`config.mk`:
```
export PLATFORM = sky130hd
export DESIGN_NAME = hazard_scoreboard_flat
export DESIGN_NICKNAME = d
export VERILOG_FILES = /design/src/rtl/hazard_scoreboard_pkg.sv /design/src/rtl/hazard_scoreboard_if.sv /design/src/rtl/hazard_scoreboard_chk.sv /design/src/rtl/hazard_scoreboard_counter.sv /design/src/rtl/hazard_scoreboard.sv /design/src/flat_wrapper.sv
export SDC_FILE = /design/constraint.sdc
export NUM_CORES = 1
export LEC_CHECK = 0
export CORE_MARGIN = 2
export CORE_UTILIZATION = 50
export DETAILED_ROUTE_END_ITERATION = 16
export PLACE_DENSITY_LB_ADDON = 0.05
export SLEW_MARGIN = 20
export SYNTH_ARGS = -nofsm -noshare
export SYNTH_HDL_FRONTEND = slang
export SYNTH_SLANG_ARGS = --single-unit
export TNS_END_PERCENT = 20
```
`constraint.sdc`:
```
create_clock -name clk -period 2.8 [get_ports clk]
set_input_delay 0.84 -clock clk [delete_from_list [all_inputs] [get_ports clk]]
set_output_delay 0.84 -clock clk [all_outputs]
set_load 0.02 [all_outputs]
```
`src/rtl/hazard_scoreboard_pkg.sv`:
```
// Shared pipeline definitions for the ID-stage hazard scoreboard and the EX-stage forwarding unit.
// Both blocks import this package, so their register and forwarding encodings stay consistent.
package hazard_scoreboard_pkg;

    localparam int ADDR_W   = 3;
    localparam int NUM_REGS = 8;
    localparam int ZERO_REG = 0;

    // Forwarding mux selects used by the EX-stage partner; the scoreboard guarantees one of these covers every issued source.
    typedef enum logic [1:0] {
        FWD_NONE  = 2'b00,
        FWD_EXMEM = 2'b01,
        FWD_MEMWB = 2'b10
    } fwd_sel_e;

    function automatic logic reg_is_tracked(input logic [31:0] addr, input logic hardwired);
        logic tracked_s;
        if (hardwired && (addr == 32'(ZERO_REG))) begin
            tracked_s = 1'b0;
        end else begin
            tracked_s = 1'b1;
        end
        return tracked_s;
    endfunction

endpackage

```
`src/rtl/hazard_scoreboard_if.sv`:
```
// Decoder-to-scoreboard bundle: the ID-stage instruction fields in, the pipeline stall controls out.
interface hazard_scoreboard_if #(
    parameter int ADDR_W   = hazard_scoreboard_pkg::ADDR_W,
    parameter int NUM_REGS = hazard_scoreboard_pkg::NUM_REGS
);
    import hazard_scoreboard_pkg::*;

    logic                Id_valid;
    logic [ADDR_W-1:0]   Id_r1Address;
    logic [ADDR_W-1:0]   Id_r2Address;
    logic                Id_r1Used;
    logic                Id_r2Used;
    logic [ADDR_W-1:0]   Id_dest;
    logic                Id_regWrite;
    logic                Id_memRead;
    logic                flush;
    logic                stall;
    logic                ifIdWrite;
    logic                idExBubble;
    logic [NUM_REGS-1:0] pendingMask;
    logic [15:0]         stallCount;

    modport master (
        output Id_valid, Id_r1Address, Id_r2Address, Id_r1Used, Id_r2Used,
               Id_dest, Id_regWrite, Id_memRead, flush,
        input  stall, ifIdWrite, idExBubble, pendingMask, stallCount
    );

    modport slave (
        input  Id_valid, Id_r1Address, Id_r2Address, Id_r1Used, Id_r2Used,
               Id_dest, Id_regWrite, Id_memRead, flush,
        output stall, ifIdWrite, idExBubble, pendingMask, stallCount
    );

endinterface

```
`src/rtl/hazard_scoreboard_chk.sv`:
```
// Simulation-side properties for the hazard scoreboard: legal latency parameters and output relationships.
module hazard_scoreboard_chk #(
    parameter int LOAD_STALL = 1,
    parameter int ALU_STALL  = 0,
    parameter int CNT_W      = 2
) (
    input logic clk,
    input logic rst_n,
    input logic Id_valid,
    input logic flush,
    input logic stall,
    input logic ifIdWrite,
    input logic idExBubble
);

    localparam int MAX_CNT = (1 << CNT_W) - 1;

    a_load_stall_range: assert property (@(posedge clk) (LOAD_STALL >= 1) && (LOAD_STALL <= MAX_CNT));
    a_alu_stall_range:  assert property (@(posedge clk) (ALU_STALL >= 0) && (ALU_STALL <= MAX_CNT));

    a_ifid_inverse: assert property (@(posedge clk) disable iff (!rst_n) ifIdWrite == !stall);
    a_bubble_def:   assert property (@(posedge clk) disable iff (!rst_n) idExBubble == (stall || flush));
    a_stall_gated:  assert property (@(posedge clk) disable iff (!rst_n) stall |-> (Id_valid && !flush));

endmodule

```
`src/rtl/hazard_scoreboard_counter.sv`:
```
// One register's in-flight countdown: cycles left before its pending write is reachable by forwarding.
// An issue-time load replaces whatever count was running.
module scoreboard_counter #(
    parameter int CNT_W = 2
) (
    input  logic             clk,
    input  logic             rst_n,
    input  logic             load_en,
    input  logic [CNT_W-1:0] load_val,
    output logic             pending
);

    logic [CNT_W-1:0] cnt_r;

    // Countdown with load override, saturating at zero
    always_ff @(posedge clk or negedge rst_n) begin
        if (!rst_n) begin
            cnt_r <= {CNT_W{1'b0}};
        end else if (load_en) begin
            cnt_r <= load_val;
        end else if (cnt_r != {CNT_W{1'b0}}) begin
            cnt_r <= cnt_r - CNT_W'(1);
        end else begin
            cnt_r <= cnt_r;
        end
    end

    assign pending = (cnt_r != {CNT_W{1'b0}});

endmodule

```
`src/rtl/hazard_scoreboard.sv`:
```
// ID-stage hazard scoreboard: holds PC/IF-ID and bubbles ID/EX until every source an instruction
// reads is reachable through the EX/MEM or MEM/WB forwarding paths.
module hazard_scoreboard #(
    parameter int NUM_REGS           = hazard_scoreboard_pkg::NUM_REGS,
    parameter int ADDR_W             = hazard_scoreboard_pkg::ADDR_W,
    parameter int LOAD_STALL         = 1,
    parameter int ALU_STALL          = 0,
    parameter int ZERO_REG_HARDWIRED = 1,
    parameter int CNT_W              = 2
) (
    input logic               clk,
    input logic               rst_n,
    hazard_scoreboard_if.slave sb
);
    import hazard_scoreboard_pkg::*;

    localparam logic HARDWIRED = (ZERO_REG_HARDWIRED != 0);

    logic [NUM_REGS-1:0] pending_s;
    logic [NUM_REGS-1:0] load_en_s;
    logic [CNT_W-1:0]    load_val_s;
    logic                haz_a_s;
    logic                haz_b_s;
    logic                stall_s;
    logic                issue_s;
    logic                dest_tracked_s;
    logic [15:0]         stall_count_r;

    // Source hazards read the pre-update counts, so an instruction's own write never stalls itself
    always_comb begin
        haz_a_s = 1'b0;
        haz_b_s = 1'b0;
        if (sb.Id_r1Used && reg_is_tracked(32'(sb.Id_r1Address), HARDWIRED)) begin
            haz_a_s = pending_s[sb.Id_r1Address];
        end else begin
            haz_a_s = 1'b0;
        end
        if (sb.Id_r2Used && reg_is_tracked(32'(sb.Id_r2Address), HARDWIRED)) begin
            haz_b_s = pending_s[sb.Id_r2Address];
        end else begin
            haz_b_s = 1'b0;
        end
        stall_s = sb.Id_valid & ~sb.flush & (haz_a_s | haz_b_s);
        issue_s = sb.Id_valid & ~sb.flush & ~stall_s;
    end

    // Destination countdown load for the instruction leaving ID this cycle
    always_comb begin
        load_en_s      = {NUM_REGS{1'b0}};
        load_val_s     = CNT_W'(ALU_STALL);
        dest_tracked_s = reg_is_tracked(32'(sb.Id_dest), HARDWIRED);
        if (sb.Id_memRead) begin
            load_val_s = CNT_W'(LOAD_STALL);
        end else begin
            load_val_s = CNT_W'(ALU_STALL);
        end
        if (issue_s && sb.Id_regWrite && dest_tracked_s) begin
            load_en_s[sb.Id_dest] = 1'b1;
        end else begin
            load_en_s = {NUM_REGS{1'b0}};
        end
    end

    for (genvar gi = 0; gi < NUM_REGS; gi++) begin : g_cnt
        scoreboard_counter #(
            .CNT_W (CNT_W)
        ) u_cnt (
            .clk      (clk),
            .rst_n    (rst_n),
            .load_en  (load_en_s[gi]),
            .load_val (load_val_s),
            .pending  (pending_s[gi])
        );
    end

    // Saturating count of stalled cycles for performance monitoring
    always_ff @(posedge clk or negedge rst_n) begin
        if (!rst_n) begin
            stall_count_r <= 16'h0000;
        end else if (stall_s && (stall_count_r != 16'hFFFF)) begin
            stall_count_r <= stall_count_r + 16'd1;
        end else begin
            stall_count_r <= stall_count_r;
        end
    end

    assign sb.stall       = stall_s;
    assign sb.ifIdWrite   = ~stall_s;
    assign sb.idExBubble  = stall_s | sb.flush;
    assign sb.pendingMask = pending_s;
    assign sb.stallCount  = stall_count_r;

    hazard_scoreboard_chk #(
        .LOAD_STALL (LOAD_STALL),
        .ALU_STALL  (ALU_STALL),
        .CNT_W      (CNT_W)
    ) u_chk (
        .clk        (clk),
        .rst_n      (rst_n),
        .Id_valid   (sb.Id_valid),
        .flush      (sb.flush),
        .stall      (stall_s),
        .ifIdWrite  (sb.ifIdWrite),
        .idExBubble (sb.idExBubble)
    );

endmodule

```
`src/flat_wrapper.sv`:
```
// flat-port wrapper written by rule: the top's interface ports become plain ports
module hazard_scoreboard_flat import hazard_scoreboard_pkg::*;
#(
    parameter int NUM_REGS           = hazard_scoreboard_pkg::NUM_REGS,
    parameter int ADDR_W             = hazard_scoreboard_pkg::ADDR_W,
    parameter int LOAD_STALL         = 1,
    parameter int ALU_STALL          = 0,
    parameter int ZERO_REG_HARDWIRED = 1,
    parameter int CNT_W              = 2
)
  (clk, rst_n, sb_Id_valid, sb_Id_r1Address, sb_Id_r2Address, sb_Id_r1Used, sb_Id_r2Used, sb_Id_dest, sb_Id_regWrite, sb_Id_memRead, sb_flush, sb_stall, sb_ifIdWrite, sb_idExBubble, sb_pendingMask, sb_stallCount);
  hazard_scoreboard_if #(.ADDR_W(ADDR_W), .NUM_REGS(NUM_REGS)) sb_i ();
  input logic clk;
  input logic rst_n;
  input wire logic [$bits(sb_i.Id_valid)-1:0] sb_Id_valid;
  input wire logic [$bits(sb_i.Id_r1Address)-1:0] sb_Id_r1Address;
  input wire logic [$bits(sb_i.Id_r2Address)-1:0] sb_Id_r2Address;
  input wire logic [$bits(sb_i.Id_r1Used)-1:0] sb_Id_r1Used;
  input wire logic [$bits(sb_i.Id_r2Used)-1:0] sb_Id_r2Used;
  input wire logic [$bits(sb_i.Id_dest)-1:0] sb_Id_dest;
  input wire logic [$bits(sb_i.Id_regWrite)-1:0] sb_Id_regWrite;
  input wire logic [$bits(sb_i.Id_memRead)-1:0] sb_Id_memRead;
  input wire logic [$bits(sb_i.flush)-1:0] sb_flush;
  output wire logic [$bits(sb_i.stall)-1:0] sb_stall;
  output wire logic [$bits(sb_i.ifIdWrite)-1:0] sb_ifIdWrite;
  output wire logic [$bits(sb_i.idExBubble)-1:0] sb_idExBubble;
  output wire logic [$bits(sb_i.pendingMask)-1:0] sb_pendingMask;
  output wire logic [$bits(sb_i.stallCount)-1:0] sb_stallCount;
  assign sb_i.Id_valid = sb_Id_valid;
  assign sb_i.Id_r1Address = sb_Id_r1Address;
  assign sb_i.Id_r2Address = sb_Id_r2Address;
  assign sb_i.Id_r1Used = sb_Id_r1Used;
  assign sb_i.Id_r2Used = sb_Id_r2Used;
  assign sb_i.Id_dest = sb_Id_dest;
  assign sb_i.Id_regWrite = sb_Id_regWrite;
  assign sb_i.Id_memRead = sb_Id_memRead;
  assign sb_i.flush = sb_flush;
  assign sb_stall = sb_i.stall;
  assign sb_ifIdWrite = sb_i.ifIdWrite;
  assign sb_idExBubble = sb_i.idExBubble;
  assign sb_pendingMask = sb_i.pendingMask;
  assign sb_stallCount = sb_i.stallCount;
  hazard_scoreboard #(.NUM_REGS(NUM_REGS), .ADDR_W(ADDR_W), .LOAD_STALL(LOAD_STALL), .ALU_STALL(ALU_STALL), .ZERO_REG_HARDWIRED(ZERO_REG_HARDWIRED), .CNT_W(CNT_W)) u_core (.clk(clk), .rst_n(rst_n), .sb(sb_i));
endmodule
```
==> results of run 1 <==
==> kinds of logic after synthesis <==
| kind of cell | synth area share [%] |
|---|---|
| multiplexers | 7.207 |
| flip-flops | 41.18 |
| adder cells (fa/ha/maj) | 5.792 |
| buffers and inverters | 9.395 |
| XOR/XNOR | 10.36 |
| AO/OA/AOI/OAI | 5.342 |
| AND/OR/NAND/NOR | 20.72 |
==> power by group through the flow <==
stage	sequential, mW	combinational, mW	clock [mW]
2_1_floorplan	0.740	0.798	0
3_3_place_gp	0.702	1.21	0
3_5_place_dp	0.713	1.28	0
4_1_cts	0.710	1.32	0.340
5_1_grt	0.728	1.51	0.368
6_report	0.710	1.35	0.332
==> registers in the layout, indices dropped and copies added (netlist names) <==
signal                    flops
u_core.g_cnt.u_cnt.cnt_r     16
u_core.sb.stallCount         16
==> placed cells by master, fill, tap and decap left out, types with 2 or more instances in the layout <==
master,Yosys,final
sky130_fd_sc_hd__nand2_1,8,8
sky130_fd_sc_hd__inv_1,27,27
sky130_fd_sc_hd__buf_6,1,5
sky130_fd_sc_hd__nor4b_4,2,2
sky130_fd_sc_hd__xnor2_1,23,23
sky130_fd_sc_hd__dfrtp_1,32,32
sky130_fd_sc_hd__nor4_2,2,2
sky130_fd_sc_hd__ha_2,0,2
sky130_fd_sc_hd__o21ai_1,0,2
sky130_fd_sc_hd__and2_1,4,4
sky130_fd_sc_hd__dlygate4sd2_1,0,3
sky130_fd_sc_hd__clkdlybuf4s50_1,0,32
sky130_fd_sc_hd__nor3_1,3,2
sky130_fd_sc_hd__nor3b_2,0,2
sky130_fd_sc_hd__ha_4,0,2
sky130_fd_sc_hd__and3_1,9,9
sky130_fd_sc_hd__a21oi_1,7,7
sky130_fd_sc_hd__clkbuf_8,0,5
sky130_fd_sc_hd__ha_1,9,5
sky130_fd_sc_hd__buf_2,2,4
sky130_fd_sc_hd__mux2i_1,5,5
sky130_fd_sc_hd__nor2_1,15,15
sky130_fd_sc_hd__nand3_1,8,8
sky130_fd_sc_hd__mux2_2,7,7
sky130_fd_sc_hd__buf_4,8,23
sky130_fd_sc_hd__nand4_1,6,6
==> stage by stage <==
stage               cells  utilization (%)  area [um^2]  TNS (ns)  hold slack, ns
detailed placement    301            68.69         2534    -7.172          0.4672
global route          310            72.76         2684   -0.2230          0.5075
CTS                   310            71.95         2654  -0.03789          0.4740
global placement      301            68.69         2534    -5.367          0.4515
floorplan             197                -         1947         0          0.4375
finish                310            72.76         2684  -0.04485          0.4665
==> per-layer routing <==
layer	vias up	GRT usage, %	wire length (um)	share of wire, %
li1	779	-	-	-
met1	762	25.11	1830	42
met2	33	38.38	2277	53
met3	9	4.940	142	3.3
met4	0	7.908	67	1.6
met5	-	0	0	0
==> worst max-delay path, delay by kind of cell <==
| kind | cells | cell delay (ns) |
|---|---|---|
| simple gates | 3 | 0.43 |
| compound gates | 2 | 0.35 |
| buf+inv | 2 | 0.38 |
==> area by class of cell <==
cell class	instances	area [um^2]	share of cell area [%]
Multi-Input combinational cell	127	1028	38.32
Clock buffer	6	72.57	2.704
Tap cell	48	60.06	2.238
Timing Repair Buffer	69	615.6	22.94
Sequential cell	32	800.8	29.84
Inverter	27	101.3	3.776
Clock inverter	1	5.005	0.1865
==> worst max-delay path by stage <==
stage,from,endpoint,slack (ns),cells past startpoint
CTS,sb_Id_r2Address[0],sb_idExBubble,-0.04,7
global route,sb_Id_r2Address[0],sb_idExBubble,-0.12,7
finish,sb_Id_r1Address[1],sb_idExBubble,-0.04,7
detailed placement,sb_Id_r1Address[2],sb_stall,-1.02,6
global placement,sb_Id_r2Address[0],sb_stall,-0.97,6
floorplan,sb_Id_r2Address[0],sb_ifIdWrite,0.05,7
==> repair_timing <==
| action | 4_1_cts | 5_1_grt |
|---|---|---|
| hold buffers | 0 | 0 |
| gates resized for setup | 53 | 8 |
| pin swaps | 9 | 5 |
| cloned | 0 | 0 |
| hold endpoints to repair | 0 | 0 |
| endpoints found under the setup margin | 10 | 3 |
| setup buffers | 2 | 0 |
==> impl_metrics.json, run 1 <==
{
  "outcome": "finished, violations left",
  "failing_checks": "negative setup slack",
  "viasPerCell": 5.106,
  "timing.setup.critical_path_class": "in2out",
  "drt_wl_total_mm": 4.316,
  "power_leakage_nw": 1.235,
  "crit_path_cell_trace": "dlygate4sd2_1 > nand2_1 > o21ai_2 > nor3_2 > or2_1 > a21o_2 > buf_6",
  "yosys.cell_count.top_type": "sky130_fd_sc_hd__dfrtp_1",
  "hold_class": "reg2reg",
  "number_of_antenna_violations_at_the_first_check_in_global_routing": 0,
  "cts_htree_levels": 2,
  "r2r-end": "u_core.g_cnt[3].u_cnt.cnt_r[0]",
  "netlist.area_leader.share_pct": 41.18,
  "ys_top_cells_by_area": "sky130_fd_sc_hd__dfrtp_1 (41%), sky130_fd_sc_hd__xnor2_1 (10%), sky130_fd_sc_hd__ha_1 (5.8%)",
  "synthesis.nets": 223,
  "report.final.setup_viol": 1,
  "maxCapViolations": 0,
  "dr.pass1.iters": 5,
  "initial_utilization_pct": 52.71,
  "layout-drive-gt1-share_pct": 24.81,
  "netlist-cell-type-count": 33,
  "first_global_vias": 1577,
  "worst-r2r-setup-slack_ns": 0.44,
  "combPwrFrac_pct": 56.5,
  "finalWeightedCongestion": 0.7998,
  "power.density_mw_per_mm2": 891.9,
  "power_report.internal_total_mw": 1.496,
  "nFillCells": 274,
  "tritoncts": "built",
  "power.share.sequential_pct": 29.7,
  "finalWorstPathRequiredPeriod_ns": 2.845,
  "antennaDiodeCount": 0,
  "die_w_um": 66.36,
  "io_pins": 44,
  "grtUsageTotal_pct": 21.58,
  "std_cell_rows": 22,
  "post_drt_wl_per_cell_um": 13.92,
  "fp.coreArea_mm2": 0.003689,
  "synth_cell_count_leaders": "sky130_fd_sc_hd__dfrtp_1 (32), sky130_fd_sc_hd__inv_1 (27), sky130_fd_sc_hd__xnor2_1 (23), sky130_fd_sc_hd__nor2_1 (15)",
  "grt_max_degree": 33,
  "postSynthAreaPerCell_um2": 9.870,
  "clockRootBuffer": "sky130_fd_sc_hd__clkbuf_8",
  "vdd_drop_max_mv": 0.4833,
  "finalHoldViolations": 0,
  "synth-edff-count": 0,
  "synth_area_leader_cell": "sky130_fd_sc_hd__dfrtp_1",
  "die-area_mm2": 0.004404,
  "cts_inserted_buffers": 5,
  "grt_overflow": 0,
  "timing.rr.start": "u_core.g_cnt[4].u_cnt.cnt_r[0]",
  "clockPowerShare_pct": 13.9,
  "setup.worst_path.end_class": "output port",
  "p_total_mw": 2.394,
  "synth-main-ff-cell": "sky130_fd_sc_hd__dfrtp_1",
  "worst-r2r-cell-count": 9,
  "worst_clock_skew_ns": 0.01061,
  "netSwitchingFraction_pct": 37.51,
  "clkLatencyLatePin_ns": 0.28,
  "synth.ff_latch_count": 32,
  "crit_path_start_kind": "primary input",
  "timing.max_slew.rel_slack_pct": 73.16,
  "syn_inst": 197,
  "post-route-period-util_pct": 101.6,
  "seq_area_frac_synth_pct": 41.18,
  "syn-cell-area_mm2": 0.001944,
  "setup_ws_final_ns": -0.04485,
  "switching_power_mw": 0.8980,
  "final-max-slew-violation-count": 0,
  "async_flop_share_pct": 100.0,
  "worstHoldEndpoint": "u_core.g_cnt[0].u_cnt.cnt_r[0]",
  "worst_hold_startpoint": "u_core.g_cnt[0].u_cnt.cnt_r[0]",
  "max-clock-path-buffers": 2,
  "post-route-drc-count": 0,
  "whs_path_depth": 1,
  "drt_first_iter_violations": 39,
  "grt_setup_unrepaired": "true",
  "slowest_delay_ns": 0.26,
  "yosysWarningCount": 0,
  "critPathArrivalTime_ns": 2.00,
  "layout-area-overhead-vs-synth_pct": 38.03,
  "die_height_um": 66.36,
  "post-place-ws_ns": -1.017,
  "worst_ep_required_time_ns": 1.96,
  "hpwlAfterDp_mm": 3.185,
  "final_nets": 288,
  "num_vias": 1583,
  "crit_slowest_cell": "sky130_fd_sc_hd__dlygate4sd2_1",
  "global_route_wire_length_before_repair_mm": 7.107,
  "cts.sinks": 32,
  "max_freq_mhz": 351.5,
  "clk_transition_reported_paths_ns": 0.06,
  "final_antenna_violating_net_count": 0,
  "worst-slew-pin-transition_ns": 0.4027,
  "critPathMaxFanout": 3,
  "place.port_buffers": 43
}
Power figures use the tool's default switching activity.
==> run 2, diff against run 1 <==
--- a/config.mk
+++ b/config.mk
@@ -8,6 +8,7 @@
 export CORE_MARGIN = 2
 export CORE_UTILIZATION = 50
 export DETAILED_ROUTE_END_ITERATION = 16
+export MAX_ROUTING_LAYER = met4
 export PLACE_DENSITY_LB_ADDON = 0.05
 export SLEW_MARGIN = 20
 export SYNTH_ARGS = -nofsm -noshare
==> run 2 against run 1 <==
Effect of this change:
- the run still ends with negative setup slack left
- first-iteration DRC count fell by 23%
- clock skew rose by 0.0013 ns
- register-to-register slack barely moved
- sequential share of layout area did not move
- worst setup slack got worse by 0.00056 ns
- flip-flop and latch count did not move
- via count fell by 0.38%
- count of clock-buffer cells in the layout did not move
- non-clock buffer count did not move
- fmax barely moved
- worst hold slack barely moved
- sequential power barely moved
- highest routed layer unchanged
==> impl_metrics.json, run 2 (synthesis gave the netlist of run 1 again) <==
{
  "outcome": "finished, violations left",
  "failing_checks": "negative setup slack",
  "post_drt_wl_per_cell_um": 13.93,
  "mostFrequentLayoutCells": "sky130_fd_sc_hd__clkdlybuf4s50_1 (32), sky130_fd_sc_hd__dfrtp_1 (32), sky130_fd_sc_hd__inv_1 (27), sky130_fd_sc_hd__xnor2_1 (23), sky130_fd_sc_hd__buf_4 (23)",
  "die_w_um": 66.36,
  "critical_path.top_delay_family": "simple AND/OR/NAND/NOR gates",
  "post_dp_cell_area_mm2": 0.002534,
  "number_of_antenna_violations_at_the_first_check_in_global_routing": 0,
  "dr.pass1.iters": 5,
  "worst_hold_startpoint": "u_core.g_cnt[0].u_cnt.cnt_r[0]",
  "viasPerCell": 5.087,
  "post-place-ws_ns": -1.017,
  "drt_first_iter_violations": 30,
  "grt_overflow": 0,
  "final_antenna_violating_net_count": 0,
  "io_pins": 44,
  "die-area_mm2": 0.004404,
  "crit_slowest_cell": "sky130_fd_sc_hd__dlygate4sd2_1",
  "finish.instance_area_mm2": 0.002684,
  "power.density_mw_per_mm2": 892.0,
  "critPathMaxFanout": 3,
  "fp.coreArea_mm2": 0.003689,
  "finalWeightedCongestion": 0.8114,
  "clkLatencyLatePin_ns": 0.28,
  "setup.worst_path.end_class": "output port",
  "post-route-util_pct": 72.76,
  "drt_wl_total_mm": 4.317,
  "initial_utilization_pct": 52.71,
  "crit_path_cell_trace": "dlygate4sd2_1 > nand2_1 > o21ai_2 > nor3_2 > or2_1 > a21o_2 > buf_6",
  "timing.setup.critical_path_class": "in2out",
  "worst_clock_skew_ns": 0.01191,
  "vdd_drop_max_mv": 0.4827,
  "timing.critical_path.buf_inv": 2,
  "finalWorstPathRequiredPeriod_ns": 2.845,
  "cts.hold.buffers_added": 0,
  "worst_ep_required_time_ns": 1.96,
  "timing.max_slew.rel_slack_pct": 72.96,
  "layout-area-overhead-vs-synth_pct": 38.03,
  "report.final.setup_viol": 1,
  "max_freq_mhz": 351.4,
  "first_global_vias": 1569,
  "critPathArrivalTime_ns": 2.01,
  "critical_path.startpoint": "sb_Id_r1Address[1]",
  "maxCapViolations": 0,
  "max-clock-path-buffers": 2,
  "final-max-slew-violation-count": 0,
  "antennaDiodeCount": 0,
  "nFillCells": 274,
  "global_route_wire_length_before_repair_mm": 7.113,
  "post-route-drc-count": 0,
  "power_leakage_nw": 1.235,
  "post-route-period-util_pct": 101.6,
  "timing.rr.start": "u_core.g_cnt[4].u_cnt.cnt_r[0]",
  "finalHoldViolations": 0,
  "grt_setup_unrepaired": "true",
  "worst-slew-pin-transition_ns": 0.4056,
  "std_cell_rows": 22,
  "cts.sinks": 32,
  "tritoncts": "built",
  "slowest_delay_ns": 0.26,
  "grtUsageTotal_pct": 22.26,
  "hold_class": "reg2reg",
  "setup_ws_final_ns": -0.04541,
  "die_height_um": 66.36,
  "num_vias": 1577,
  "place.port_buffers": 43,
  "cts_htree_levels": 2,
  "crit_path_start_kind": "primary input",
  "final_nets": 288,
  "clk_transition_reported_paths_ns": 0.06,
  "clockRootBuffer": "sky130_fd_sc_hd__clkbuf_8",
  "hpwlAfterDp_mm": 3.185,
  "layout-drive-gt1-share_pct": 24.81,
  "cts_inserted_buffers": 5,
  "grt_max_degree": 33
}
## run 2: cell type report
type / count / area [um^2] / area share [%]
sequential: 32 / 800.8 / 29.84
tap: 48 / 60.06 / 2.238
timing repair buffer: 69 / 615.6 / 22.94
multi-input combinational: 127 / 1028 / 38.32
clock buffer: 6 / 72.57 / 2.704
inverter: 27 / 101.3 / 3.776
clock inverter: 1 / 5.005 / 0.1865
## run 2: final timing paths
kind | depth (start not counted) | slack (ns) | end
min in group asynchronous | 2 | 0.96 | u_core.sb.stallCount[9]
min | 1 | 0.47 | u_core.g_cnt[0].u_cnt.cnt_r[0]
max reg2reg | 9 | 0.44 | u_core.g_cnt[3].u_cnt.cnt_r[0]
max | 7 | -0.05 | sb_idExBubble
min reg2reg | 1 | 0.47 | u_core.g_cnt[0].u_cnt.cnt_r[0]
max in group asynchronous | 2 | 1.54 | u_core.g_cnt[0].u_cnt.cnt_r[0]
## run 2: metrics by stage
stage	cells	setup TNS [ns]	total power, mW	hold slack, ns
finish	310	-0.04541	2.394	0.4666
CTS	310	-0.03789	2.370	0.4740
global placement	301	-5.367	1.909	0.4515
floorplan	197	0	1.538	0.4375
global route	310	-0.2230	2.606	0.5075
detailed placement	301	-7.172	1.997	0.4672
## run 2: what timing repair did
item / 4_1_cts / 5_1_grt
resized for setup: 53 / 8
setup buffers: 2 / 0
endpoints found under the hold margin: 0 / 0
setup endpoints to repair: 10 / 3
pin swaps: 9 / 5
## run 2: power breakdown
| part | leakage [nW] | internal (mW) | total (mW) | switching [mW] |
|---|---|---|---|---|
| sequential | 0.410 | 0.612 | 0.710 | 0.0983 |
| clock | 0.0410 | 0.169 | 0.332 | 0.164 |
| combinational | 0.784 | 0.715 | 1.35 | 0.636 |
## run 2: per-layer routing
layer / up-vias / track usage [%] / share of wire, %
li1: 779 / - / -
met1: 756 / 25.11 / 42
met2: 35 / 38.38 / 53
met3: 7 / 5.451 / 3.5
met4: 0 / 7.908 / 1.2
met5: - / - / 0
